<file path="src/rtl/inertial_path_delay.sv">
// inertial_path_delay
// Clocked model of a single module path delay with separate rise/fall
// delays and inertial rejection of short pulses. A cancelled transition
// can be flagged on out_x, either when the cancel is detected or when the
// cancelled edge would have happened. A saturating counter tracks cancels.
//
// Ports:
//   clk        rising-edge clock
//   rst_n      synchronous active-low reset
//   din        path input, sampled every rising edge
//   out        delayed path output (registered)
//   out_x      one-cycle cancelled-event flag (registered)
//   pending    a transition is scheduled and not yet applied
//   cancel_cnt cancelled transitions, saturates at 255
module inertial_path_delay #(
    parameter int RISE_DLY       = 2,
    parameter int FALL_DLY       = 3,
    parameter int SHOW_CANCELLED = 0,
    parameter int ON_DETECT      = 0
) (
    input  logic       clk,
    input  logic       rst_n,
    input  logic       din,
    output logic       out,
    output logic       out_x,
    output logic       pending,
    output logic [7:0] cancel_cnt
);

    typedef enum logic {IDLE, PEND} state_t;
    typedef enum logic {SH_IDLE, SH_RUN} sh_state_t;

    // Countdown reload values: loaded at the scheduling edge, the output
    // is applied at the edge where the countdown reads zero.
    localparam logic [3:0] RISE_LOAD = 4'(RISE_DLY - 1);
    localparam logic [3:0] FALL_LOAD = 4'(FALL_DLY - 1);

    localparam bit USE_DETECT = (SHOW_CANCELLED != 0) && (ON_DETECT != 0);
    localparam bit USE_SHADOW = (SHOW_CANCELLED != 0) && (ON_DETECT == 0);

    state_t     state, state_d;
    sh_state_t  sh_state, sh_state_d;
    logic       tv, tv_d;
    logic [3:0] cnt, cnt_d;
    logic [3:0] sh_cnt, sh_cnt_d;
    logic       out_d;
    logic       out_x_d;
    logic [7:0] cancel_cnt_d;
    logic       start;
    logic       cancel;

    always_comb begin
        state_d      = state;
        sh_state_d   = sh_state;
        tv_d         = tv;
        cnt_d        = cnt;
        sh_cnt_d     = sh_cnt;
        out_d        = out;
        out_x_d      = 1'b0;
        cancel_cnt_d = cancel_cnt;
        start        = 1'b0;
        cancel       = 1'b0;

        unique case (state)
            IDLE: begin
                if (din != out) begin
                    start = 1'b1;
                end
            end
            PEND: begin
                if (cnt == 4'd0) begin
                    // Apply; din at this same edge is compared against the
                    // new output so a following edge is scheduled at once.
                    out_d = tv;
                    if (din != tv) begin
                        start = 1'b1;
                    end else begin
                        state_d = IDLE;
                    end
                end else if (din != tv) begin
                    cancel  = 1'b1;
                    state_d = IDLE;
                end else begin
                    cnt_d = cnt - 4'd1;
                end
            end
            default: state_d = IDLE;
        endcase

        if (start) begin
            state_d = PEND;
            tv_d    = din;
            cnt_d   = din ? RISE_LOAD : FALL_LOAD;
        end

        if (cancel && (cancel_cnt != 8'hFF)) begin
            cancel_cnt_d = cancel_cnt + 8'd1;
        end

        if (USE_SHADOW) begin
            if (sh_state == SH_RUN) begin
                if (sh_cnt == 4'd0) begin
                    out_x_d    = 1'b1;
                    sh_state_d = SH_IDLE;
                end else begin
                    sh_cnt_d = sh_cnt - 4'd1;
                end
            end
            // A new cancel restarts the shadow; an expiring shadow still
            // raises its flag on this edge before being reloaded.
            if (cancel) begin
                sh_state_d = SH_RUN;
                sh_cnt_d   = cnt - 4'd1;
            end
        end

        if (USE_DETECT && cancel) begin
            out_x_d = 1'b1;
        end
    end

    always_ff @(posedge clk) begin
        if (!rst_n) begin
            state      <= IDLE;
            sh_state   <= SH_IDLE;
            tv         <= 1'b0;
            cnt        <= '0;
            sh_cnt     <= '0;
            out        <= 1'b0;
            out_x      <= 1'b0;
            cancel_cnt <= '0;
        end else begin
            state      <= state_d;
            sh_state   <= sh_state_d;
            tv         <= tv_d;
            cnt        <= cnt_d;
            sh_cnt     <= sh_cnt_d;
            out        <= out_d;
            out_x      <= out_x_d;
            cancel_cnt <= cancel_cnt_d;
        end
    end

    assign pending = (state == PEND);

endmodule
</file>
<file path="config.mk">
export PLATFORM = sky130hd
export DESIGN_NAME = inertial_path_delay
export DESIGN_NICKNAME = d
export VERILOG_FILES = /design/src/rtl/inertial_path_delay.sv
export SDC_FILE = /design/constraint.sdc
export NUM_CORES = 1
export LEC_CHECK = 0
export CORE_UTILIZATION = 51
export DETAILED_ROUTE_END_ITERATION = 10
export PLACE_DENSITY = 0.73
export SETUP_SLACK_MARGIN = 0.15
export SLEW_MARGIN = 20
export SYNTH_ARGS = -nofsm -noshare
export SYNTH_HDL_FRONTEND = slang
export SYNTH_SLANG_ARGS = --single-unit
</file>
<file path="constraint.sdc">
create_clock -name clk -period 3.1 [get_ports clk]
set_clock_uncertainty 0.15 [all_clocks]
set_input_delay 0.31 -clock clk [delete_from_list [all_inputs] [get_ports clk]]
set_output_delay 0.31 -clock clk [all_outputs]
set_load 0.05 [all_outputs]
</file>
* Word level (Yosys, flattened, before mapping)
Index checks and enable logic that the tools add are counted.
** Cells by class
- Bitwise operators :: 1
- Reduce and logical (&&, ||, !) cells :: 5
- Multiplexer cells :: 15
- Add/subtract/negate cells :: 2
- Equal/unequal tests :: 5
** Operators with widths (count)
- $mux 4 :: 4
- $mux 1 :: 9
- $add 8x1->8 const B :: 1
- $ne 8x8->1 const B :: 1
- $logic_not 4->1 :: 1
- $ne 2x2->1 const B :: 2
- $sub 4x1->4 const B :: 1
- $reduce_and 3->1 :: 1
- $mux 2 :: 1
- $ne 1x1->1 :: 2
- $pmux 1 s2 :: 1
- $reduce_and 2->1 :: 1
- $reduce_bool 2->1 :: 1
- $logic_and 1x1->1 :: 1
- $not 1->1 :: 1
** Storage, ports and cells
- Register bits after elaboration :: 15
- Input bits :: 3
- Output and inout bits :: 11
- Word-level logic and storage cells :: 33

* Longest topological paths before layout
- Depth in word-level cells :: 6
- Mapped depth :: 9
- Mapped depth without buffers :: 9

* Least setup slack after synthesis
Ideal clock, no wire load.
- Path kind :: register -> register
- Start :: register cnt[0]
- End :: register cnt[3]
- Setup time :: 0.059 ns
- Setup slack :: 0.751 ns
- Path buffers :: 0
- Stages on the path, launching flop included :: 10
- Required time :: 2.891 ns
- Period minus slack after synthesis :: 2.349 ns
- Arrival time :: 2.140 ns
- Cells stage by stage :: dfxtp_1 -> inv_1 -> ha_1 -> or3b_4 -> inv_2 -> ha_1 -> and2b_1 -> or4b_4 -> o31ai_1 -> a31o_1
** On the way
- Cells in the longest elaborated chain, start to end :: 5
- Elaborated cells on any way between the ends :: 12
- Those cells by class :: add/sub (1); eq/ne (2); mux (6); reduce/logical (3)
** RTL lines
- start: declaration :: RTL line 44 : logic [3:0] cnt, cnt_d;
- start signal: assignment :: RTL line 136 : cnt <= cnt_d;
- $sub 4x1->4 / $logic_not 4->1 (equally long branches) :: RTL line 84, 71
- $mux 4 / $mux 1 (equally long branches) :: RTL line 80, 71
- $mux 4 / $pmux 1 s2 (equally long branches) :: RTL line 71, 64
- $mux 4, or another cell as far along :: RTL line 64 : unique case (state)
- $mux 4 / $reduce_and 3->1 (equally long branches)
Several ways; a longest one is shown, not always the timed one. The select of a mux whose other input is x is not followed.
A chain may end at the register's enable or synchronous reset.

* Worst setup path in the final report
Ends and elaborated chain as after synthesis.

==> results.md <==
- Worst path max stage delay: 0.49 ns
- Crit Path Max Fanout: 7
- Crit Path Category: reg2reg
- Longest Clk Path Bufs: 2
- Bufs and invs on worst path: 2
- Sequential share of the synthesized area: 0.334
- Dpl cell area: 1030 um^2
- Starting DRT DRC Count: 14
- Synth warn: 0
- NumNets Final: 129
- Startpoint types: register
- Crit path capture type: register
- Max_slew headroom: 0.662
- Number of flops mapped to enable cells by yosys: 0
- Maximum VDD drop: 341 uV
- Core Area: 1580 um^2
- Hold Crit Start: cnt[1]$_SDFFE_PN0P_
- Number of global-route vias before repair: 674
- Die W: 44 um
- Ys async rst share: 0
- Max-slew violation count: 0
- Endpoints failing setup: 0
- Worst-margin pin slew: 0.506 ns
- Synth-to-layout area growth: 17.7%
- Via count: 788
- Die Ht: 44 um
- R2R setup slack: 0.50 ns
- Final Util: 0.671
- ANT cells: 0
- Row Count: 14
- Hold path endpoint: cnt[1]$_SDFFE_PN0P_
- HP Class: reg2reg
- Ratio of cells with drive above 1 in the final layout: 0.0917
- Final worst path period share: 0.839
- Fin Setup TNS: 0 ns
- Drt wl/cell: 13.4 um
- WL final: 1.82 mm
- Cell repeated most along the worst path: ha_1
- RR Startpoint: cnt[0]$_SDFFE_PN0P_
- CP startpoint: cnt[0]$_SDFFE_PN0P_
- Dpl hpwl: 1.32 mm
- Initial Utilization: 0.571
- Clock slew at reported path FFs: 0.10 ns
- Cell family with most CP delay: simple AND/OR/NAND/NOR gates
- Most common flop cell mapped by yosys: dfxtp_1
- Pleak: 0.000420 uW
- Die Area: 1940 um^2
- Reg2reg end: cnt[3]$_SDFFE_PN0P_
- Grt ovf: 0
- CTS tree: yes
- Post-synthesis cell type count: 40
- Number of fill cells: 144
- TritonCTS buffer count: 3
- Finished layout cell area: 1060 um^2
- Initial antenna violation count: 0
- TritonRoute pass-1 iters: 4
- Cts hold-fix bufs: 0
- Hold Crit Depth: 2
- Avg Vias per Cell: 5.79
- Clk root buf: clkbuf_4
- Tmin final: 2.60 ns
- Setup Fix Bufs, Post-CTS: 0
- Final hold violations: 0
- Gate Count Post-Synth: 106
- First-pass GRT wire length: 2.95 mm
- Number of remaining DRC errors: 0
- Worst r2r path cells: 9
- Cell area after synthesis: 900 um^2
- Avg Inst Size Synth: 8.49 um^2
- Tot GR Track Use: 0.207
- Syn_nets: 114
- WP data arrival: 2.70 ns
- Crit-path cells: inv_1 > ha_1 > or3b_4 > inv_2 > ha_1 > and2b_1 > or4b_4 > o31ai_1 > a31o_1
- Slowest cell on crit path: or4b_4
- Max Cap Viol: 0
- Max Clk Rate: 0.384 GHz
- Crit. path cell count: 9
- DRT antenna net count: 0
- PD cells: 567 nW/um^2
- Deepest level of the CTS H-tree: 1
- Largest net degree at the start of global routing: 16
- Synth Register Bits: 15
- RSZ-0062 raised after global routing: no
- IO Count: 14
- Status: completed
- Worst-skew pair later-pin latency: 0.29 ns
- CTS resizes: 0
- Placer Congestion: 0.827
- Port Buffers: 12
- TritonCTS sink count: 15
- Required @ worst endpoint: 3.19 ns
-- power breakdown --
group / total [uW] / internal, uW / switching, uW
sequential: 247 / 213 / 33.8
clock: 118 / 48.1 / 69.6
combinational: 235 / 99.1 / 136
total: 600 / 360 / 240
-- area by class of cell --
| type | count | area, um^2 | share of cell area |
|---|---|---|---|
| sequential | 15 | 300 | 0.284 |
| clock buffer | 3 | 22.5 | 0.0213 |
| clock inverter | 1 | 5.00 | 0.00473 |
| inverter | 5 | 18.8 | 0.0177 |
| tap | 16 | 20.0 | 0.0189 |
| timing repair buffer | 15 | 143 | 0.135 |
| multi-input combinational | 81 | 549 | 0.519 |
-- worst register-to-register path: cells and delay by family (launching register included) --
kind	cells	cell delay, ns
AO/OA/AOI/OAI	2	0.41
AND/OR/NAND/NOR	3	1.04
adder cells (fa/ha/maj)	2	0.43
buffers and inverters	2	0.14
flip-flops	1	0.39
-- per-layer routing --
layer  track usage  part of all wire  wire [um]  vias up
met3        0.0500             0.032         59        4
met1         0.306              0.53        958      358
met5             0                 0          0        -
met2         0.282              0.43        779       11
met4        0.0909             0.012         21        0
li1              -                 -          -      415
-- cell families (layout without fill, tap and decap cells) --
kind of cell	count (synthesis)	after routing	share of synthesized area
and+or+nand+nor	44	44	0.277
xor gates and xnor gates	5	5	0.0487
AOI/OAI and AO/OA	22	22	0.167
muxes	4	4	0.0445
other	1	1	0.00417
buffers and inverters	10	24	0.0556
adders and majority gates	5	5	0.0695
DFF	15	15	0.334
-- cell usage after synthesis (2+ instances only) --
master / instances / area (um^2)
nor2b_1: 2 / 12.5
nor3_1: 2 / 10.0
o41ai_1: 2 / 17.5
mux2i_1: 4 / 40.0
nand2_1: 9 / 33.8
nand3_1: 4 / 20.0
dfxtp_1: 15 / 300
nand4_1: 4 / 25.0
xor2_1: 5 / 43.8
o2111ai_1: 2 / 17.5
nand2b_1: 2 / 12.5
clkbuf_1: 2 / 7.51
ha_1: 5 / 62.6
inv_1: 4 / 15.0
and4_1: 2 / 17.5
a21oi_1: 2 / 10.0
o21ai_1: 2 / 10.0
nor2_1: 9 / 33.8
o211ai_1: 3 / 22.5
a31o_1: 2 / 17.5
o21ai_0: 5 / 25.0
-- layout by cell type, fill, tap and decap left out, drive strengths merged --
cell type and count:
clkbuf 3, a31o 2, xor2 5, nand4b 1
o41ai 2, or2 1, nand3 4, o2111ai 2
and3b 1, nand2b 2, o311ai 1, clkdlybuf4s50 12
conb 1, o21bai 1, nor3b 1, o31ai 1
and2b 1, nand4 4, o211ai 3, clkinv 1
or4 1, or3b 1, nor3 2, mux2i 4
o21ai 7, inv 5, nor2b 2, ha 5
and4 2, a21oi 2, nand2 9, and3 1
a31oi 1, or3 1, buf 3, dfxtp 15
nor2 9, or4b 1
-- worst max path at each step --
stage | slack, ns | to
floorplan | 0.75 | cnt[3]$_SDFFE_PN0P_
global placement | 0.60 | cnt[3]$_SDFFE_PN0P_
detailed placement | 0.49 | cnt[3]$_SDFFE_PN0P_
CTS | 0.50 | cnt[3]$_SDFFE_PN0P_
global route | 0.40 | cnt[3]$_SDFFE_PN0P_
finish | 0.50 | cnt[3]$_SDFFE_PN0P_
-- metrics by stage --
step	cells	hold slack, ns	worst slack [ns]	total power (uW)
after floorplan	106	0.298	0.751	428
after global placement	132	0.316	0.604	480
after detailed placement	132	0.324	0.486	482
after CTS	136	0.338	0.497	604
after global routing	136	0.355	0.398	642
final	136	0.345	0.498	600
-- registers in the layout, indices dropped and copies added, names as in the netlist --
signal      flops
cancel_cnt      8
cnt             4
out             1
pending         1
tv              1
No activity file was read; power rests on OpenSTA's default activity.
